### src/rtl/seq_divider_8.sv
// seq_divider_8: iterative signed radix-2 restoring divider.
// Works on operand magnitudes, one quotient bit per clock, then applies signs
// and resolves the divide-by-zero and most-negative/-1 cases in a final step.
// Results truncate toward zero, matching Verilog / and %.
module seq_divider_8 #(
    parameter int WIDTH = 8
) (
    input  logic             clk,
    input  logic             rst,
    input  logic             start,
    input  logic [WIDTH-1:0] dividend,
    input  logic [WIDTH-1:0] divisor,
    output logic             busy,
    output logic             done,
    output logic [WIDTH-1:0] quotient,
    output logic [WIDTH-1:0] remainder,
    output logic             div_by_zero,
    output logic             overflow
);

    localparam int CW = $clog2(WIDTH) + 1;

    localparam logic [1:0] IDLE = 2'd0;
    localparam logic [1:0] RUN  = 2'd1;
    localparam logic [1:0] FIX  = 2'd2;

    localparam logic [WIDTH-1:0] ZERO     = '0;
    localparam logic [WIDTH-1:0] ALL_ONES = '1;
    localparam logic [WIDTH-1:0] MOST_NEG = {1'b1, {(WIDTH-1){1'b0}}};

    logic [1:0]       state;
    logic [CW-1:0]    count;
    logic [WIDTH:0]   rem;
    logic [WIDTH-1:0] q;
    logic [WIDTH-1:0] dvs_mag;
    logic [WIDTH-1:0] raw_dividend;
    logic             sq;
    logic             sr;
    logic             zero_div;
    logic             ovf_case;

    logic [WIDTH-1:0] dividend_mag;
    logic [WIDTH-1:0] divisor_mag;
    logic [WIDTH+1:0] shifted;
    logic [WIDTH+1:0] trial;
    logic [WIDTH-1:0] q_final;
    logic [WIDTH-1:0] r_final;

    // Magnitudes, one restoring step, and sign-corrected final values.
    always_comb begin
        dividend_mag = dividend[WIDTH-1] ? (ZERO - dividend) : dividend;
        divisor_mag  = divisor[WIDTH-1]  ? (ZERO - divisor)  : divisor;
        shifted      = {rem, q[WIDTH-1]};
        trial        = shifted - {2'b00, dvs_mag};
        q_final      = sq ? (ZERO - q) : q;
        r_final      = sr ? (ZERO - rem[WIDTH-1:0]) : rem[WIDTH-1:0];
    end

    // Busy covers the iteration cycles plus the fix-up cycle.
    assign busy = (state == RUN) || (state == FIX);

    // Control sequencing and the shift/subtract datapath.
    always_ff @(posedge clk or posedge rst) begin
        if (rst) begin
            state        <= IDLE;
            count        <= '0;
            rem          <= '0;
            q            <= '0;
            dvs_mag      <= '0;
            raw_dividend <= '0;
            sq           <= 1'b0;
            sr           <= 1'b0;
            zero_div     <= 1'b0;
            ovf_case     <= 1'b0;
        end else begin
            case (state)
                IDLE: begin
                    if (start) begin
                        state        <= RUN;
                        count        <= '0;
                        rem          <= '0;
                        q            <= dividend_mag;
                        dvs_mag      <= divisor_mag;
                        raw_dividend <= dividend;
                        sq           <= dividend[WIDTH-1] ^ divisor[WIDTH-1];
                        sr           <= dividend[WIDTH-1];
                        zero_div     <= (divisor == ZERO);
                        ovf_case     <= (dividend == MOST_NEG) && (divisor == ALL_ONES);
                    end
                end
                RUN: begin
                    if (trial[WIDTH+1]) begin
                        rem <= shifted[WIDTH:0];
                        q   <= {q[WIDTH-2:0], 1'b0};
                    end else begin
                        rem <= trial[WIDTH:0];
                        q   <= {q[WIDTH-2:0], 1'b1};
                    end
                    count <= count + CW'(1);
                    if (count == CW'(WIDTH - 1)) begin
                        state <= FIX;
                    end
                end
                FIX: begin
                    state <= IDLE;
                end
                default: begin
                    state <= IDLE;
                end
            endcase
        end
    end

    // Result registers, written only on the fix-up edge; done pulses once.
    always_ff @(posedge clk or posedge rst) begin
        if (rst) begin
            done        <= 1'b0;
            quotient    <= '0;
            remainder   <= '0;
            div_by_zero <= 1'b0;
            overflow    <= 1'b0;
        end else begin
            done <= 1'b0;
            if (state == FIX) begin
                done <= 1'b1;
                if (zero_div) begin
                    quotient    <= ALL_ONES;
                    remainder   <= raw_dividend;
                    div_by_zero <= 1'b1;
                    overflow    <= 1'b0;
                end else if (ovf_case) begin
                    quotient    <= MOST_NEG;
                    remainder   <= ZERO;
                    div_by_zero <= 1'b0;
                    overflow    <= 1'b1;
                end else begin
                    quotient    <= q_final;
                    remainder   <= r_final;
                    div_by_zero <= 1'b0;
                    overflow    <= 1'b0;
                end
            end
        end
    end

endmodule
### config.mk
export PLATFORM = sky130hd
export DESIGN_NAME = seq_divider_8
export DESIGN_NICKNAME = d
export VERILOG_FILES = /design/src/rtl/seq_divider_8.sv
export SDC_FILE = /design/constraint.sdc
export NUM_CORES = 1
export LEC_CHECK = 0
export BUFFER_PORTS_ARGS = -buffer_cell sky130_fd_sc_hd__buf_2
export CORE_UTILIZATION = 30
export DETAILED_ROUTE_END_ITERATION = 10
export SLEW_MARGIN = 15
export SYNTH_ARGS = -nofsm -noshare
export SYNTH_HDL_FRONTEND = slang
export SYNTH_SLANG_ARGS = --single-unit
export TNS_END_PERCENT = 30
### constraint.sdc
create_clock -name clk -period 5.8 [get_ports clk]
set_input_delay 0.29 -clock clk [delete_from_list [all_inputs] [get_ports clk]]
set_output_delay 0.29 -clock clk [all_outputs]
set_load 0.01 [all_outputs]
==> out/qor.txt <==
status: finished, final reports clean
CTS sink cnt: 61
# diodes: 0
IO buf count: 38
H-tree Lvls: 3
Setup violations, final: 0
cell breakdown of the critical path: ha_1 > o21bai_1 > buf_4 > nor2_1 > mux2_2 > a22o_1
Synth Area in Simple Gates: 0.177
VDD IR-drop max: 0.000154 V
final net count: 491
Final Hold Viols: 0
Compound-Gate Fraction of Synth Area: 0.209
largest family of logic cells by synthesized area: compound AO/OA/AOI/OAI gates
Root Buffer: clkbuf_16
Setup Buffers After CTS: 0
WL final: 9110 um
post-synthesis register bit count: 61
most common cell after layout, fill and taps aside: dfrtp_1
Post-synth ARST share: 1.00
fin crit share: 0.442
Placeable Area: 12,600 um^2
Rel. slew slack: 0.375
number of synthesized flops with an enable pin: 0
hold crit path type: input pin to async pin
CP max-delay cell: o21bai_1
site row count: 41
cts hold-fix bufs: 0
Synth Net Count: 462
PostCTS Resize Cnt: 0
post-DR vias/cell: 5.09
post-synthesis sequential area ratio: 0.396
PD cells: 538 nW/um^2
Crit. End Element: flop
drt drc: 0
ys flop type: dfrtp_1
global-route usage over all layers: 0.146
Synth Warn #: 0
vias in the first global route: 3,024
CTS tree: yes
global-route wire length before repair: 15,100 um
P&R area growth vs syn: 17.2%
total gr overflow: 0
WL/cell: 14.4 um
Tmin final: 2570 ps
leakage power: 2.08 nW
Die Y: 115 um
IO Pins: 39
Sequential cell area: 1530 um^2
ratio of cells with drive above 1 in the final layout: 0.181
DR vias: 3,210
Max-Cap Viols: 0
pin count of the biggest net entering global routing: 62
Slew Limit Fails: 0
initial core utilization: 0.307
commonest cells after routing, fill and taps aside: dfrtp_1 (61), nand2_1 (48), buf_2 (38)
multi-input logic area: 2130 um^2
RSZ-0062 raised after global routing: no
die width: 115 um
Netlist cell types: 64
Final ANT Viol Nets: 0
Setup Skew: 5.63 ps
Worst-path clk slew: 60 ps
CP Launch Type: flop
Num CTS Buffers: 9
DRT iter0 DRCs: 187
First-pass DRT Iterations: 5
slowest cell delay on critical path: 710 ps
CP max FO: 25
Mapped Area: 3850 um^2
Worst-Skew Late Latency: 330 ps
XOR/XNOR Fraction of Synth Area: 0.0568
Worst Path Arrival: 2790 ps
WHS: 175 ps
worst slew pin tran: 937 ps
post-DP HPWL: 6560 um
die area: 13,300 um^2
WS Path Type: flop to flop
CTS Buffer Depth: 2
Req. time, crit path: 6020 ps
Final GP Congestion: 0.792
Setup TNS Final: 0 ps
initial antenna violation count: 0
filler instances: 1,268
mux contribution to synthesized area: 0.0480
Post-Synth Adder-Cell Area: 0.0604
Max Clk Rate: 0.390 GHz
average cell area after synthesis: 9.07 um^2
cells after synthesis: 425
==> sequential cells by signal (all words and copies together), names as in the netlist, 2 cells and up <==
| name | count |
|---|---|
| remainder | 8 |
| raw_dividend | 8 |
| count | 4 |
| q | 8 |
| rem | 9 |
| state | 2 |
| quotient | 8 |
| dvs_mag | 8 |
==> worst paths after layout <==
check	slack [ps]	depth (start not counted)	start	endpoint
setup / recovery	3230	6	state[0]	count[2]
max in group asynchronous	5100	3	rst	dvs_mag[7]
hold reg to reg	470	1	remainder[4]	remainder[4]
min in group clk	210	2	divisor[6]	zero_div
hold / removal	180	3	rst	quotient[4]
setup reg to reg	3230	6	state[0]	count[2]
==> routing by layer <==
| layer | track usage | routed length [um] |
|---|---|---|
| met5 | 0 | 0 |
| met4 | 0.0649 | 201 |
| met2 | 0.220 | 4200 |
| met1 | 0.201 | 4300 |
| met3 | 0.0295 | 401 |
==> Yosys cell counts, types with 3 or more instances <==
| cell type | n | area, um^2 |
|---|---|---|
| nor3_1 | 6 | 30.0 |
| or3_1 | 4 | 25.0 |
| nor2b_1 | 3 | 18.8 |
| mux2i_1 | 8 | 80.1 |
| nand2b_1 | 4 | 25.0 |
| o21ai_0 | 25 | 125 |
| nand3b_1 | 3 | 22.5 |
| a22oi_1 | 4 | 30.0 |
| nand4_1 | 8 | 50.1 |
| xnor2_1 | 13 | 114 |
| o311ai_0 | 3 | 26.3 |
| nor2_1 | 24 | 90.1 |
| inv_1 | 28 | 105 |
| o22ai_1 | 3 | 18.8 |
| a21oi_1 | 26 | 130 |
| xor2_1 | 12 | 105 |
| and3_1 | 10 | 62.6 |
| o31ai_1 | 8 | 60.1 |
| mux2_2 | 8 | 90.1 |
| o22a_1 | 3 | 26.3 |
| o41ai_1 | 4 | 35.0 |
| nand2_1 | 48 | 180 |
| buf_2 | 3 | 15.0 |
| a211oi_1 | 3 | 22.5 |
| ha_1 | 17 | 213 |
| a22o_1 | 3 | 26.3 |
| clkbuf_1 | 21 | 78.8 |
| nand3_1 | 15 | 75.1 |
| o21a_1 | 4 | 30.0 |
| dfrtp_1 | 61 | 1530 |
==> metrics by stage <==
stage          worst slack, ps   util  instance area, um^2  instances  total power, W
5_1_grt                   2920  0.360                 4520        631         0.00263
4_1_cts                   3230  0.360                 4520        631         0.00245
3_3_place_gp              3370  0.334                 4200        615         0.00182
2_1_floorplan             3790      -                 3850        425         0.00157
6_report                  3230  0.360                 4520        631         0.00243
3_5_place_dp              3250  0.334                 4200        615         0.00185
==> where the power goes <==
part           switching, W  internal [W]  total [W]  leakage, nW
logic              0.000639      0.000463    0.00110         1.13
registers          0.000158      0.000590   0.000747        0.800
clock network      0.000206      0.000377   0.000583        0.152
total               0.00100       0.00143    0.00243         2.08
==> critical path: cells and delay by family, from the launching register on <==
| family | cells | cell delay, ps |
|---|---|---|
| multiplexers | 1 | 250 |
| flip-flops | 1 | 400 |
| AO/OA/AOI/OAI | 2 | 890 |
| adder cells (fa/ha/maj) | 1 | 530 |
| buffers and inverters | 1 | 320 |
| AND/OR/NAND/NOR | 1 | 50 |
==> cell type report <==
| cell class | instances | area share |
|---|---|---|
| inverter | 29 | 0.0241 |
| clock inverter | 7 | 0.0216 |
| clock buffer | 9 | 0.0498 |
| timing repair buffer | 42 | 0.0487 |
| multi-input combinational | 311 | 0.470 |
| sequential | 61 | 0.338 |
| tap | 172 | 0.0476 |
==> cells by family (layout without fill, tap and decap cells) <==
group	Yosys count	count (layout)
mux	17	17
simple gates	138	138
xor+xnor	25	25
flops	61	61
buf+inv	53	87
fa+ha+maj	18	18
compound gates	113	113
Power figures use the tool's default switching activity.
